## config.mk

```make
export PLATFORM = sky130hd
export DESIGN_NAME = rf_mp
export DESIGN_NICKNAME = d
export VERILOG_FILES = /design/src/rtl/rf_pkg.sv /design/src/rtl/rf_scoreboard.sv /design/src/rtl/rf_mp.sv
export SDC_FILE = /design/constraint.sdc
export NUM_CORES = 2
export LEC_CHECK = 0
export CORE_UTILIZATION = 25
export DETAILED_ROUTE_END_ITERATION = 10
export HOLD_SLACK_MARGIN = 0.15
export PLACE_DENSITY_LB_ADDON = 0.08
export SETUP_SLACK_MARGIN = 0.2
export SYNTH_ARGS = -nofsm -noshare
export SYNTH_HDL_FRONTEND = slang
export SYNTH_HIERARCHICAL = 1
export SYNTH_SLANG_ARGS = --single-unit
export TNS_END_PERCENT = 20
```

## constraint.sdc

```tcl
create_clock -name clk -period 3 [get_ports clk]
set_clock_uncertainty 0.2 [all_clocks]
set_input_delay 0.6 -clock clk [delete_from_list [all_inputs] [get_ports clk]]
set_output_delay 0.6 -clock clk [all_outputs]
set_load 0.02 [all_outputs]
```

## src/rtl/rf_pkg.sv

```systemverilog
// Shared types and helpers for the rf_mp multi-port register file.
package rf_pkg;

  typedef enum logic [0:0] {
    IDLE  = 1'b0,
    CLEAR = 1'b1
  } clr_state_e;

  function automatic int rf_addr_w(input int depth);
    return (depth > 1) ? $clog2(depth) : 1;
  endfunction

endpackage

```

## src/rtl/rf_scoreboard.sv

```systemverilog
// Pending-write scoreboard: one bit per entry, set beats clear, bulk clear beats both.
module rf_scoreboard #(
  parameter int DEPTH  = 32,
  parameter int NUM_RD = 2,
  parameter int ADDR_W = 5
) (
  input  logic                     clk,
  input  logic                     rst_n,
  input  logic                     clr_all,
  input  logic                     set_en,
  input  logic [ADDR_W-1:0]        set_addr,
  input  logic [DEPTH-1:0]         clr_mask,
  input  logic [NUM_RD*ADDR_W-1:0] look_addr,
  output logic [NUM_RD-1:0]        look_pend
);

  logic [DEPTH-1:0] pend;
  logic [DEPTH-1:0] set_mask;

  always_comb begin
    set_mask = '0;
    if (set_en) set_mask[set_addr] = 1'b1;
  end

  // A new reservation in the same cycle as a completing write means a newer producer exists.
  always_ff @(posedge clk or negedge rst_n) begin
    if (!rst_n) begin
      pend <= '0;
    end else if (clr_all) begin
      pend <= '0;
    end else begin
      pend <= (pend & ~clr_mask) | set_mask;
    end
  end

  always_comb begin
    look_pend = '0;
    for (int i = 0; i < NUM_RD; i++) begin
      look_pend[i] = pend[look_addr[i*ADDR_W +: ADDR_W]];
    end
  end

endmodule

```

## src/rtl/rf_mp.sv

```systemverilog
// Parametrised multi-port register file with scoreboard and sequenced soft clear.
// Optional same-cycle write-to-read bypass enabled by defining RF_BYPASS_EN.
module rf_mp
  import rf_pkg::*;
#(
  parameter int DATA_W   = 32,
  parameter int DEPTH    = 32,
  parameter int NUM_RD   = 2,
  parameter int NUM_WR   = 1,
  parameter int ZERO_REG = 1,
  localparam int ADDR_W  = rf_addr_w(DEPTH)
) (
  input  logic                     clk,
  input  logic                     rst_n,
  input  logic [NUM_RD*ADDR_W-1:0] rd_addr,
  output logic [NUM_RD*DATA_W-1:0] rd_data,
  output logic [NUM_RD-1:0]        rd_pend,
  input  logic [NUM_WR-1:0]        wr_en,
  input  logic [NUM_WR*ADDR_W-1:0] wr_addr,
  input  logic [NUM_WR*DATA_W-1:0] wr_data,
  input  logic                     rsv_en,
  input  logic [ADDR_W-1:0]        rsv_addr,
  input  logic                     clr_req,
  output logic                     clr_busy
);

  clr_state_e        state;
  logic [ADDR_W-1:0] clr_cnt;
  logic [DATA_W-1:0] mem [DEPTH];

  logic              idle;
  logic [NUM_WR-1:0] wr_acc;
  logic              rsv_acc;
  logic [DEPTH-1:0]  wr_clr_mask;
  logic [NUM_RD-1:0] sb_pend;

  assign idle     = (state == IDLE);
  assign clr_busy = (state == CLEAR);
  assign rsv_acc  = idle && rsv_en && !((ZERO_REG != 0) && (rsv_addr == '0));

  // Accepted writes: only outside a clear, and never to the hardwired zero entry.
  always_comb begin
    wr_acc      = '0;
    wr_clr_mask = '0;
    for (int p = 0; p < NUM_WR; p++) begin
      wr_acc[p] = idle && wr_en[p] &&
                  !((ZERO_REG != 0) && (wr_addr[p*ADDR_W +: ADDR_W] == '0));
      if (wr_acc[p]) wr_clr_mask[wr_addr[p*ADDR_W +: ADDR_W]] = 1'b1;
    end
  end

  always_ff @(posedge clk or negedge rst_n) begin
    if (!rst_n) begin
      state   <= IDLE;
      clr_cnt <= '0;
    end else begin
      case (state)
        IDLE: begin
          if (clr_req) begin
            state   <= CLEAR;
            clr_cnt <= '0;
          end
        end
        CLEAR: begin
          clr_cnt <= clr_cnt + 1'b1;
          if (clr_cnt == ADDR_W'(DEPTH - 1)) state <= IDLE;
        end
        default: state <= IDLE;
      endcase
    end
  end

  // Later write ports overwrite earlier ones, so the highest index wins a collision.
  always_ff @(posedge clk or negedge rst_n) begin
    if (!rst_n) begin
      for (int i = 0; i < DEPTH; i++) mem[i] <= '0;
    end else if (state == CLEAR) begin
      mem[clr_cnt] <= '0;
    end else begin
      for (int p = 0; p < NUM_WR; p++) begin
        if (wr_acc[p]) mem[wr_addr[p*ADDR_W +: ADDR_W]] <= wr_data[p*DATA_W +: DATA_W];
      end
    end
  end

  rf_scoreboard #(
    .DEPTH  (DEPTH),
    .NUM_RD (NUM_RD),
    .ADDR_W (ADDR_W)
  ) u_scoreboard (
    .clk       (clk),
    .rst_n     (rst_n),
    .clr_all   (idle && clr_req),
    .set_en    (rsv_acc),
    .set_addr  (rsv_addr),
    .clr_mask  (wr_clr_mask),
    .look_addr (rd_addr),
    .look_pend (sb_pend)
  );

  always_comb begin
    rd_data = '0;
    rd_pend = '0;
    for (int i = 0; i < NUM_RD; i++) begin
      if (!((ZERO_REG != 0) && (rd_addr[i*ADDR_W +: ADDR_W] == '0))) begin
        rd_data[i*DATA_W +: DATA_W] = mem[rd_addr[i*ADDR_W +: ADDR_W]];
        rd_pend[i]                  = sb_pend[i];
`ifdef RF_BYPASS_EN
        // wr_acc already excludes CLEAR and the zero entry, so bypass inherits both rules.
        for (int p = 0; p < NUM_WR; p++) begin
          if (wr_acc[p] && (wr_addr[p*ADDR_W +: ADDR_W] == rd_addr[i*ADDR_W +: ADDR_W])) begin
            rd_data[i*DATA_W +: DATA_W] = wr_data[p*DATA_W +: DATA_W];
            rd_pend[i] = rsv_acc && (rsv_addr == rd_addr[i*ADDR_W +: ADDR_W]);
          end
        end
`endif
      end
    end
  end

endmodule

```

---- After elaboration in Yosys (flattened, before gate mapping) ----
Cells that the tools add are included.
W data, S select, Z words.
word-level totals
  register bits after elaboration ......... 1062
  bits in latches ......................... 0
  bits in writable memories ............... 0
  bits in read-only memories .............. 0
  bits of input ports ..................... 57
  output and inout port bits .............. 67
  word-level logic and storage cells ...... 109
  memories kept ........................... 0
operators by class
  add/sub/neg operators ................... 1
  $mul .................................... 0
  divide/modulo/power cells ............... 0
  $lt $le $gt $ge ......................... 12
  equality and inequality tests ........... 2
  shift-type cells ........................ 0
  multiplexer cells ....................... 33
  bitwise gates (word level) .............. 10
  reductions and logical operators ........ 16
operators by type and width
  kind                    count
  $mux W1024              2
  $and A1024 B1024 Y1024  1
  $bwmux W1024            1
  $not A1024 Y1024        1
  $mux W32                11
  $bmux W32 S5            2
  $demux W32 S5           2
  $and A32 B32 Y32        1
  $not A32 Y32            1
  $or A32 B32 Y32         1
  $ge A6 B6 Y1 const B    4
  $lt A5 B6 Y1 const B    4
  $not A5 Y6              4
  $logic_not A5 Y1        4
  $lt A6 B1 Y1 const B    2
  $bmux W1 S5             2
  $demux W1 S5            2
  $ge A5 B1 Y1 const B    2
  $pmux W5 S2             1
  $logic_and A1 B1 Y1     9
  $mux W1                 8
  $add A5 B1 Y5 const B   1
  $eq A5 B5 Y1 const B    1
  $mux W5                 1
  5 further kinds         6

---- Depth between registers and ports, before layout ----
  depth in word-level cells ............... 9
  mapped depth ............................ 8
  mapped depth without buffers ............ 7

---- By module ----
The synthesis kept the hierarchy.
by module, submodules not included
  module         times used  cells an instance  area an instance (µm²)  seq. area each (µm²)
  rf_mp          1           3810               53289.9                 25774.7
  rf_scoreboard  1           229                2044.5                  800.8

---- Worst setup path after synthesis ----
No wires, ideal clock.
  kind .................................... in2out
  start point ............................. input rd_addr[5]
  end point ............................... output rd_data[38]
  arrival ................................. 2356 ps
  required time ........................... 2200 ps
  setup slack ............................. -156 ps
  stages on the path ...................... 7
  buffers on the path ..................... 3
  path through ............................ clkbuf_1 -> buf_2 -> nor2_1 -> clkbuf_1 -> a221oi_1 -> o21ai_0 -> a311oi_1
on the way
  cells in the longest elaborated chain, start to end .. 5
  elaborated cells on any way between the ends .. 6
  classes of those cells .................. mux (4); bitwise (1); reduce/logical (1)
RTL lines
  item                                          RTL line      text
  start: declaration                            rf_mp.sv:15   input logic [NUM_RD*ADDR_W-1:0] rd_addr,
  $not A5 Y6 (implied by the code)              rf_mp.sv:106  rd_data[i*DATA_W +: DATA_W] = mem[rd_addr[i*ADDR_W +: ADDR_W]];
  $bmux W32 S5                                  rf_mp.sv:106
  $mux W32 (implied by the code) (2 in series)  rf_mp.sv:106
  $mux W32 (*)                                  rf_mp.sv:105  if (!((ZERO_REG != 0) && (rd_addr[i*ADDR_W +: ADDR_W] == '0))) begin
  end: declaration                              rf_mp.sv:16   output logic [NUM_RD*DATA_W-1:0] rd_data,
Mark *: on every way between the ends. The rest lies on a longest branch, timed or not. The select of a mux whose other input is x is not followed.

---- Worst setup path in the final report ----
  start point ............................. register mem[717] (netlist name)
  end point ............................... output rd_data[45]
on the way
  cells in the longest elaborated chain, start to end .. 4
RTL lines
  item                                          RTL line      text
  start: declaration                            rf_mp.sv:29   logic [DATA_W-1:0] mem [DEPTH];
  start signal: indexed assignment              rf_mp.sv:81   if (wr_acc[p]) mem[wr_addr[p*ADDR_W +: ADDR_W]] <= wr_data[p*DATA_W +: DATA_W];
  $bmux W32 S5                                  rf_mp.sv:106
  $mux W32 (implied by the code) (2 in series)  rf_mp.sv:106
  $mux W32                                      rf_mp.sv:105
No other way between the ends. The select of a mux whose other input is x is not followed.

==> impl_results.md <==
- Status: finished with violations
- Failing checks: negative setup slack
- IO Pins: 124
- Initial DRC count: 3,953
- DP Cell Count: between 7,000 and 8,000
- Slew HR: roughly a third
- Synth unique cells: 55
- Tot Pwr: 48,330 uW
- Pleak: around 0.034 uW
- Part of the cycle the worst path needs: 118.5%
- GP Congestion: just under 0.9
- Peak Freq: ~0.28 GHz
- Critical R2R Launch: clr_cnt[3]
- CTS tree: yes
- Sequential area share after synthesis: between 40% and 50%
- Avg Cell Area, Syn: around 14 sq um
- Nets: 4,911
- Non-filler instance count after layout: around 7,900
- Largest area contributor in the netlist: dfrtp_1
- Clock slew at reported path FFs: around 0.060 ns
- MaxCap Viol Count: 0
- Max Slew Vio Count: 0
- ANT nets after route: 0
- Startpoint Class: flip-flop
- Mapped Area: around 55,000 sq um
- Share of post-route cells with drive strength above 1: 44.34%
- DRC: 0
- Compound-cell area share of the yosys netlist: between 20% and 30%
- Yosys reg bits: 1,062
- Setup slack, reg-to-reg: 0.30 ns
- Worst Reg-to-Reg Cells: 6
- Post-synth EDFFs: 0
- First-pass GRT wire length: around 400 mm
- Ys Warns: 6
- Most numerous cell in the Yosys netlist: dfrtp_1
- Final WS setup: -0.5547 ns
- Worst-margin pin slew: around 1.0 ns
- Row Count: 172
- Hpwl dp: 192.8 mm
- Synth Area in Simple Gates: around 3.8%
- Area Overhead vs Synth: 38.22%
- Worst Hold End: mem[1009]
- Worst Hold Depth: 1
- Post-synth top cells: 1,062 x dfrtp_1, 992 x a22o_1, 448 x mux4_2
- Synth top area cells: dfrtp_1 48%, mux4_2 18%, a22o_1 16%, mux2i_1 2.9%, buf_2 2.1%
- Die W: between 400 and 500 microns
- Unrepaired setup endpoints after global routing: yes
- Area share of the largest cell type after synthesis: between 40% and 50%
- CP Class: reg -> out
- Pin count of the biggest net entering global routing: 94
- Total iterations of the first detailed-routing run: 5
- Final Hold Viols: 0
- Required time of the critical path: around 2.2 ns
- WL final: between 200 and 300 mm
- Asr flop ratio synth: between 90% and 100%
- Clk buf depth: 3
- Initial Util: roughly 25%
- Initial antenna violation count: 3
- Adder-cell share of the synthesized area: less than 1%
- Worst Hold Launch: mem[1009]
- I/O Buffers: about 120
- Critical path origin: mem[717]
- Vias in the first global route: roughly 46,000
- Syn_nets: a little over 4,000
- R2R Path End: mem[752]
- Post-Syn Instances: just over 4,000
- Crit path capture type: primary output
- Clock Latency Late Sink: a little under 0.8 ns
- DR vias: about 44,000
- Clk root buf: clkbuf_16
- CTS Sinks: roughly 1,100
- Critical path peak fanout: 2
- Xor and xnor area share after synthesis: 0.03166%
- Die ar.: 223,200 sq um
- Final setup fails: between 60 and 70
- GRT overflow: 0
- Via density per instance: roughly 5.6
- Die H: about 470 microns
- CTS H-Tree Depth: 4
- Worst VDD drop: 0.0005049 V
- Most frequently used flop master after synthesis: dfrtp_1
- Global Route Usage Sum: 24.85%
- Hold WC Path Type: reg -> reg
- Post-synthesis mux area share: around 22%
- CTS Buf Count: roughly 130
- Critical Path AT: 2.75 ns
- PD cells: roughly 630 nW/um^2
- Main combinational cell family by area after synthesis: multiplexers
- Minimum clock period: around 3.6 ns
- WL per Instance: about 35 microns
- Core Box Area: 219,700 sq um
## state kept, by name, indices dropped and copies added (netlist names)
signal             cells
clr_busy               1
mem                 1024
clr_cnt                5
u_scoreboard/pend     32
## placed cells by master (no fill, tap or decap), types with 19 or more instances in the layout
| cell | Yosys | routed |
|---|---|---|
| dfrtp_1 | 1062 | 1061 |
| a211oi_2 | 0 | 51 |
| a221oi_2 | 0 | 24 |
| and2_1 | 37 | 38 |
| mux2i_1 | 160 | 157 |
| clkdlybuf4s50_1 | 0 | 45 |
| a22oi_1 | 72 | 54 |
| nor2b_1 | 108 | 96 |
| o21ai_2 | 0 | 46 |
| clkbuf_16 | 0 | 141 |
| o21ai_4 | 0 | 22 |
| a21oi_1 | 65 | 38 |
| buf_16 | 0 | 24 |
| o21ai_1 | 0 | 37 |
| mux2_2 | 64 | 27 |
| a22o_1 | 992 | 992 |
| buf_6 | 3 | 93 |
| a311oi_2 | 0 | 27 |
| buf_4 | 7 | 792 |
| mux4_2 | 448 | 448 |
| nor3_4 | 12 | 19 |
| nand2_1 | 56 | 55 |
| buf_12 | 2 | 212 |
| mux2_4 | 0 | 37 |
| nor2_1 | 46 | 39 |
| a21oi_4 | 0 | 31 |
| clkbuf_8 | 0 | 38 |
| a311oi_4 | 0 | 37 |
| clkbuf_1 | 270 | 31 |
## power by group
part           internal [uW]  switching, uW
clock                   9870           6930
combinational           6440           6540
sequential             16600           1900
## worst max-delay path by stage
stage | endpoint | depth (start not counted)
floorplan | rd_data[14] | 6
global placement | rd_data[57] | 9
detailed placement | rd_data[57] | 8
CTS | rd_data[45] | 7
global route | rd_data[45] | 7
finish | rd_data[45] | 7
## worst max-delay path, cell delays in order (launching register included)
cell and delay (ns):
dfrtp_1 0.41, mux4_2 0.55, mux2_4 0.31, o21ai_4 0.18, buf_6 0.12, a311oi_2 0.03
buf_4 0.20, buf_6 0.13
## layer usage
metal	vias to the layer above	routed length (microns)	track usage, %
met3	320	14370	3.313
li1	18070	-	-
met1	24300	126500	35.63
met4	0	8963	8.009
met5	-	0	0
met2	1530	127400	38.51
## per-stage QoR
step           cell area [sq um]  TNS (ns)  setup WS (ns)  util, %  hold slack (ns)
6_report                   76480    -25.79        -0.5547    34.81           0.3006
5_1_grt                    76480    -28.58        -0.5972    34.81           0.3231
4_1_cts                    75730    -28.44        -0.5957    34.47           0.3039
3_5_place_dp               68690   -112.20         -1.305    31.26           0.2928
3_3_place_gp               68690   -114.53         -1.329    31.26           0.2909
2_1_floorplan              56060         0         0.1756        -           0.1044
## area by class of cell
cell class	count	area, sq um
inverter	7	45.04
timing repair buffer	1187	12660
fill	21150	143200
clock inverter	27	294.0
sequential	1062	26580
clock buffer	210	4168
tap	2958	3701
multi-input combinational	2457	29040
antenna	3	7.507
## what timing repair did
| item | CTS | global route |
|---|---|---|
| hold buffers | 2 | 0 |
| pin swaps | 59 | 37 |
| buffers inserted | 48 | 22 |
| setup endpoints to repair | 67 | 66 |
| endpoints found under the hold margin | 674 | 0 |
| gates cloned | 10 | 0 |
| gates resized for setup | 568 | 124 |
## kinds of logic after synthesis
kind of cell,count (synthesis)
AOI/OAI and AO/OA,1445
buffers and inverters,520
DFF,1062
adders and majority gates,5
and+or+nand+nor,332
xor gates and xnor gates,2
muxes,672
other,1
No activity file was read; power rests on OpenSTA's default activity.
